### src/rtl/apb_bridge_pkg.sv
// rtl/apb_bridge_pkg.sv - shared state type, default widths and response codes for the AHB-to-APB bridge
package apb_bridge_pkg;

    localparam int DEF_ADDR_W = 32;
    localparam int DEF_DATA_W = 32;
    localparam int DEF_NSLV   = 3;

    localparam logic HRESP_OKAY  = 1'b0;
    localparam logic HRESP_ERROR = 1'b1;

    typedef enum logic [2:0] {
        IDLE,
        WDATA,
        SETUP,
        ACCESS,
        ERR1,
        ERR2
    } apb_state_e;

endpackage

### src/rtl/apb_timeout_ctr.sv
// rtl/apb_timeout_ctr.sv - ACCESS wait-state counter flagging when the abort limit is reached
module apb_timeout_ctr #(
    parameter int CNT_W = 5
) (
    input  logic             hclk,
    input  logic             hresetn,
    input  logic             clear,
    input  logic             enable,
    input  logic [CNT_W-1:0] limit,
    output logic             expired
);

    logic [CNT_W-1:0] cnt_q;
    logic [CNT_W-1:0] cnt_d;

    always_comb begin
        cnt_d = cnt_q;
        if (clear) begin
            cnt_d = '0;
        end else if (enable) begin
            cnt_d = cnt_q + CNT_W'(1);
        end
    end

    always_ff @(posedge hclk or negedge hresetn) begin
        if (!hresetn) begin
            cnt_q <= '0;
        end else begin
            cnt_q <= cnt_d;
        end
    end

    assign expired = (cnt_q == limit);

endmodule

### src/rtl/apb_master_ctrl.sv
// rtl/apb_master_ctrl.sv - APB master FSM driving one SETUP/ACCESS per AHB transfer
// Optional ACCESS timeout abort enabled by defining APB_TIMEOUT_EN.
module apb_master_ctrl
    import apb_bridge_pkg::*;
#(
    parameter int ADDR_W      = DEF_ADDR_W,
    parameter int DATA_W      = DEF_DATA_W,
    parameter int NSLV        = DEF_NSLV,
    parameter int TIMEOUT_CYC = 16
) (
    input  logic              hclk,
    input  logic              hresetn,
    input  logic              valid,
    input  logic              hwrite,
    input  logic [ADDR_W-1:0] haddr,
    input  logic [NSLV-1:0]   hsel,
    input  logic [DATA_W-1:0] hwdata,
    output logic              hreadyout,
    output logic              hresp,
    output logic [DATA_W-1:0] hrdata,
    output logic [ADDR_W-1:0] paddr,
    output logic [DATA_W-1:0] pwdata,
    output logic              pwrite,
    output logic [NSLV-1:0]   psel,
    output logic              penable,
    input  logic [DATA_W-1:0] prdata,
    input  logic              pready,
    input  logic              pslverr
);

    apb_state_e        state_q, state_d;
    logic              hreadyout_q, hreadyout_d;
    logic              hresp_q, hresp_d;
    logic [DATA_W-1:0] hrdata_q, hrdata_d;
    logic [ADDR_W-1:0] paddr_q, paddr_d;
    logic [DATA_W-1:0] pwdata_q, pwdata_d;
    logic              pwrite_q, pwrite_d;
    logic [NSLV-1:0]   psel_q, psel_d;
    logic              penable_q, penable_d;
    logic [NSLV-1:0]   hsel_q, hsel_d;
    logic              accept;
    logic              timeout_hit;

    if (TIMEOUT_CYC < 2) begin : g_bad_timeout
        $error("TIMEOUT_CYC must be at least 2");
    end

`ifdef APB_TIMEOUT_EN
    localparam int CNT_W = $clog2(TIMEOUT_CYC) + 1;

    apb_timeout_ctr #(
        .CNT_W(CNT_W)
    ) u_timeout (
        .hclk   (hclk),
        .hresetn(hresetn),
        .clear  (state_q == SETUP),
        .enable (state_q == ACCESS && !pready),
        .limit  (CNT_W'(TIMEOUT_CYC - 1)),
        .expired(timeout_hit)
    );
`else
    assign timeout_hit = 1'b0;
`endif

    assign accept = valid && hreadyout_q && (state_q == IDLE || state_q == ERR2);

    always_comb begin
        state_d     = state_q;
        hreadyout_d = hreadyout_q;
        hresp_d     = hresp_q;
        hrdata_d    = hrdata_q;
        paddr_d     = paddr_q;
        pwdata_d    = pwdata_q;
        pwrite_d    = pwrite_q;
        psel_d      = psel_q;
        penable_d   = penable_q;
        hsel_d      = hsel_q;

        case (state_q)
            IDLE, ERR2: begin
                state_d     = IDLE;
                hresp_d     = HRESP_OKAY;
                hreadyout_d = 1'b1;
                if (accept) begin
                    paddr_d     = haddr;
                    pwrite_d    = hwrite;
                    hsel_d      = hsel;
                    hreadyout_d = 1'b0;
                    if (hsel == '0) begin
                        state_d = ERR1;
                        hresp_d = HRESP_ERROR;
                    end else if (hwrite) begin
                        state_d = WDATA;
                    end else begin
                        // Reads skip WDATA, so select goes out with the SETUP state itself.
                        state_d = SETUP;
                        psel_d  = hsel;
                    end
                end
            end
            WDATA: begin
                pwdata_d = hwdata;
                psel_d   = hsel_q;
                state_d  = SETUP;
            end
            SETUP: begin
                penable_d = 1'b1;
                state_d   = ACCESS;
            end
            ACCESS: begin
                if (pready) begin
                    psel_d    = '0;
                    penable_d = 1'b0;
                    if (pslverr) begin
                        state_d = ERR1;
                        hresp_d = HRESP_ERROR;
                    end else begin
                        state_d     = IDLE;
                        hreadyout_d = 1'b1;
                        if (!pwrite_q) begin
                            hrdata_d = prdata;
                        end
                    end
                end else if (timeout_hit) begin
                    psel_d    = '0;
                    penable_d = 1'b0;
                    state_d   = ERR1;
                    hresp_d   = HRESP_ERROR;
                end
            end
            ERR1: begin
                state_d     = ERR2;
                hresp_d     = HRESP_ERROR;
                hreadyout_d = 1'b1;
            end
            default: begin
                state_d = IDLE;
            end
        endcase
    end

    always_ff @(posedge hclk or negedge hresetn) begin
        if (!hresetn) begin
            state_q     <= IDLE;
            hreadyout_q <= 1'b1;
            hresp_q     <= HRESP_OKAY;
            hrdata_q    <= '0;
            paddr_q     <= '0;
            pwdata_q    <= '0;
            pwrite_q    <= 1'b0;
            psel_q      <= '0;
            penable_q   <= 1'b0;
            hsel_q      <= '0;
        end else begin
            state_q     <= state_d;
            hreadyout_q <= hreadyout_d;
            hresp_q     <= hresp_d;
            hrdata_q    <= hrdata_d;
            paddr_q     <= paddr_d;
            pwdata_q    <= pwdata_d;
            pwrite_q    <= pwrite_d;
            psel_q      <= psel_d;
            penable_q   <= penable_d;
            hsel_q      <= hsel_d;
        end
    end

    a_hsel_onehot: assert property (@(posedge hclk) disable iff (!hresetn) accept |-> $onehot0(hsel));

    assign hreadyout = hreadyout_q;
    assign hresp     = hresp_q;
    assign hrdata    = hrdata_q;
    assign paddr     = paddr_q;
    assign pwdata    = pwdata_q;
    assign pwrite    = pwrite_q;
    assign psel      = psel_q;
    assign penable   = penable_q;

endmodule

### config.mk
export PLATFORM = sky130hd
export DESIGN_NAME = apb_master_ctrl
export DESIGN_NICKNAME = d
export VERILOG_FILES = /design/src/rtl/apb_bridge_pkg.sv /design/src/rtl/apb_timeout_ctr.sv /design/src/rtl/apb_master_ctrl.sv
export SDC_FILE = /design/constraint.sdc
export NUM_CORES = 1
export LEC_CHECK = 0
export CORE_MARGIN = 10
export CORE_UTILIZATION = 36
export CTS_CLUSTER_SIZE = 12
export DETAILED_ROUTE_END_ITERATION = 8
export GPL_ROUTABILITY_DRIVEN = 0
export PLACE_DENSITY_LB_ADDON = 0.3
export RECOVER_POWER = 100
export SETUP_SLACK_MARGIN = 0.3
export SYNTH_ARGS = -nofsm -noshare
export SYNTH_HDL_FRONTEND = slang
export SYNTH_SLANG_ARGS = --single-unit
### constraint.sdc
create_clock -name hclk -period 1.7 [get_ports hclk]
set_clock_uncertainty 0.15 [all_clocks]
set_input_delay 0.51 -clock hclk [delete_from_list [all_inputs] [get_ports hclk]]
set_output_delay 0.51 -clock hclk [all_outputs]
set_load 0.01 [all_outputs]
==> flow_metrics.py <==
metrics = {
    "run_status": {
        "status": "finished, violations left",
        "violations": "setup timing",
    },
    "pwr": {
        "seqPwrFrac": 0.330,
        "switching_share": 0.334,
        "p_int_mw": 9.42,
        "p_clk_frac": 0.143,
        "vdd_drop_max_mv": 0.927,
        "leakagePower_nw": 3.33,
        "power.switching_mw": 4.72,
        "powerDensity_nw_per_um2": 1880,
        "p_comb_frac": 0.527,
    },
    "synth": {
        "yosysWarningCount": 0,
        "synth_area_per_cell_um2": 15.6,
        "seq_area_frac_synth": 0.644,
        "ys_top_cells_by_area": "dfrtp_1 (64%), mux2_2 (26%), buf_4 (1.4%), mux2_1 (0.80%), mux2i_1 (0.71%)",
        "synthMostInstantiatedCell": "dfrtp_1",
        "synth_compound_area_frac": 0.0207,
        "synth_enable_flop_cells": 0,
        "synth_xor_area_frac": 0.00207,
        "yosys.area_share.simple": 0.0363,
        "netlist.area_leader.share": 0.638,
        "syn_nets": 376,
        "synthCells": 271,
        "yosysTopAreaCell": "dfrtp_1",
        "ys_ff_latch": 109,
        "synth_top_family_by_area": "multiplexers",
        "yosys.area_share.adder": 0,
        "synth_common_cells": "dfrtp_1 (108), mux2_2 (97), buf_4 (8), nand2_1 (6)",
        "muxShareOfSynthArea": 0.273,
        "ys.flop_type": "dfrtp_1",
        "synthDistinctLibCells": 29,
        "synthArstFlopShare": 1.00,
        "syn_area_um2": 4240,
    },
    "hold_path": {
        "hold_path_class": "flip-flop to flip-flop",
        "min_path_cells": 1,
    },
    "route": {
        "wire_per_inst_um": 20.2,
        "routed_wl_mm": 14.7,
        "via_per_inst": 4.68,
        "drc_errors": 0,
        "vias": 3418,
        "antenna_left": 0,
        "drt_pass1_iterations": 4,
        "initialDrtViolationCount": 206,
    },
    "global_routing": {
        "antenna_found_initial": 0,
        "grt_overflow": 0,
        "grt_start_max_net_pins": 49,
        "grt_pass1_wl_mm": 22.0,
        "grt_pass1_vias": 3818,
        "grt_usage": 0.167,
    },
    "clock_tree": {
        "clk_pin_slew_worst_paths_ps": 70,
        "clock-sinks": 109,
        "htreeDepth": 3,
        "root_buffer": "clkbuf_16",
        "cts_tree": "yes",
        "worst_skew_pair.late_latency_ps": 340,
        "clockBufferDepth": 2,
        "numCtsBuffers": 9,
    },
    "floorplan": {
        "dieArea_um2": 16500,
        "core_area_um2": 11500,
        "initial_core_util": 0.370,
        "die_h_um": 128,
        "io_pins": 208,
        "dieWidth_um": 128,
        "rows": 39,
    },
    "placement": {
        "place_hpwl_mm": 9.51,
        "placed_cells": 631,
        "pre_cts_ws_ps": -581,
        "port_buffers": 207,
        "postPlaceCellArea_um2": 6810,
    },
    "timing": {
        "finalSetupViolations": 96,
        "worst_slack_ps": -117,
        "slew_headroom": 0.702,
        "final_hold_viol_count": 0,
        "setup_tns_ps": -7320,
        "tightest_slew_ps": 448,
        "fin_crit_ps": 1820,
        "fmax_mhz": 550,
        "holdWs_ps": 356,
        "slew_viol_final": 0,
        "post-route-period-util": 1.07,
        "grt_setup_unrepaired": "true",
    },
    "worst_setup_path": {
        "timing.rr.end": "paddr[5]",
        "cp-endpoint": "paddr[5]",
        "crit_start": "state_q[2]",
        "regToRegSetupSlack_ps": -120,
        "crit_path_end_kind": "flip-flop",
        "cp-start-kind": "flip-flop",
        "reg2reg_from": "state_q[2]",
        "worst_ep_required_time_ps": 1780,
        "cp_max_fo": 8,
        "cp.arrival_ps": 1890,
        "path_class": "flip-flop to flip-flop",
        "r2r_cells": 6,
    },
    "layout": {
        "drive_gt1_frac": 0.411,
        "design_area_um2": 7510,
        "fin_nets": 687,
        "area_growth_pct": 77.2,
        "antenna_cells": 0,
        "finalNonFillerCells": 730,
    },
    "job": {
        "max_cap_violations": 0,
    },
}
kinds of logic after synthesis:
family                 Yosys count
XOR/XNOR                         1
AND/OR/NAND/NOR                 26
buffers and inverters           18
multiplexers                   103
flip-flops                     109
AO/OA/AOI/OAI                   14
registers in the layout, summed over array words and instances (netlist names):
| name | flops |
|---|---|
| paddr | 32 |
| hsel_q | 3 |
| pwrite | 1 |
| hreadyout | 1 |
| penable | 1 |
| psel | 3 |
| pwdata | 32 |
| hrdata | 32 |
| state_q | 3 |
| hresp | 1 |
worst max-delay path: stages, from the launching register on:
cell and delay (ps):
dfrtp_1 400, buf_4 150, xor2_2 200, nor3_4 180, buf_6 160, clkbuf_16 150
mux2_2 320
power by group through the flow:
| stage | clock (mW) | sequential, mW | combinational, mW |
|---|---|---|---|
| 2_1_floorplan | 0 | 5.22 | 2.60 |
| 4_1_cts | 2.07 | 4.72 | 7.55 |
| 5_1_grt | 2.19 | 4.80 | 7.98 |
| 6_report | 2.02 | 4.66 | 7.46 |
| 3_5_place_dp | 0 | 4.73 | 6.68 |
| 3_3_place_gp | 0 | 4.67 | 6.55 |
stage by stage:
stage                     utilization  power (mW)
final                           0.655        14.1
after global routing            0.655        15.0
after CTS                       0.659        14.3
after detailed placement        0.594        11.4
after global placement          0.594        11.2
after floorplan                     -        7.82
area by class of cell:
class / count / area [um2]
sequential: 109 / 2730
inverter: 5 / 18.8
tap: 143 / 179
clock inverter: 4 / 32.5
multi-input combinational: 144 / 1740
fill: 887 / 3960
timing repair buffer: 313 / 2550
clock buffer: 12 / 256
layout by cell type (no fill, tap or decap), types with 2 or more instances in the layout:
cell,Yosys,routed
a21oi_1,5,4
buf_12,0,7
buf_16,0,8
buf_4,8,73
buf_6,0,12
buf_8,0,3
clkbuf_1,1,103
clkbuf_16,0,10
clkbuf_4,0,2
clkbuf_8,0,2
clkdlybuf4s50_1,0,97
clkinv_4,0,2
clkinvlp_4,0,2
dfrtp_1,108,106
dfrtp_2,0,2
dlygate4sd2_1,0,6
inv_1,5,5
mux2_2,97,34
mux2_4,0,66
mux2i_1,3,2
nand2_1,6,4
nand2_2,0,2
nor2_1,5,5
nor3_2,1,2
nor3_4,0,3
nor3b_1,3,3
o21ai_0,3,3
how the worst min path moves through the flow:
stage                       to      start
floorplan            hrdata[0]    hresetn
global placement    pwdata[27]    hresetn
detailed placement  pwdata[27]    hresetn
CTS                  hsel_q[1]  hsel_q[1]
global route         paddr[12]  paddr[12]
finish                paddr[3]   paddr[3]
repair_timing:
item | in CTS | in global routing
gates resized for setup | 515 | 41
setup buffers | 41 | 32
cloned | 8 | 1
hold buffers | 1 | 0
endpoints found under the setup margin | 212 | 211
pin swaps | 5 | 5
hold endpoints to repair | 13 | 0
routing by layer:
metal	global-route usage	share of wire
met1	0.202	0.41
met2	0.274	0.49
met3	0.0710	0.093
met4	0.0341	0.0093
met5	0	0
Note: power is estimated with default switching activity, not from simulation.
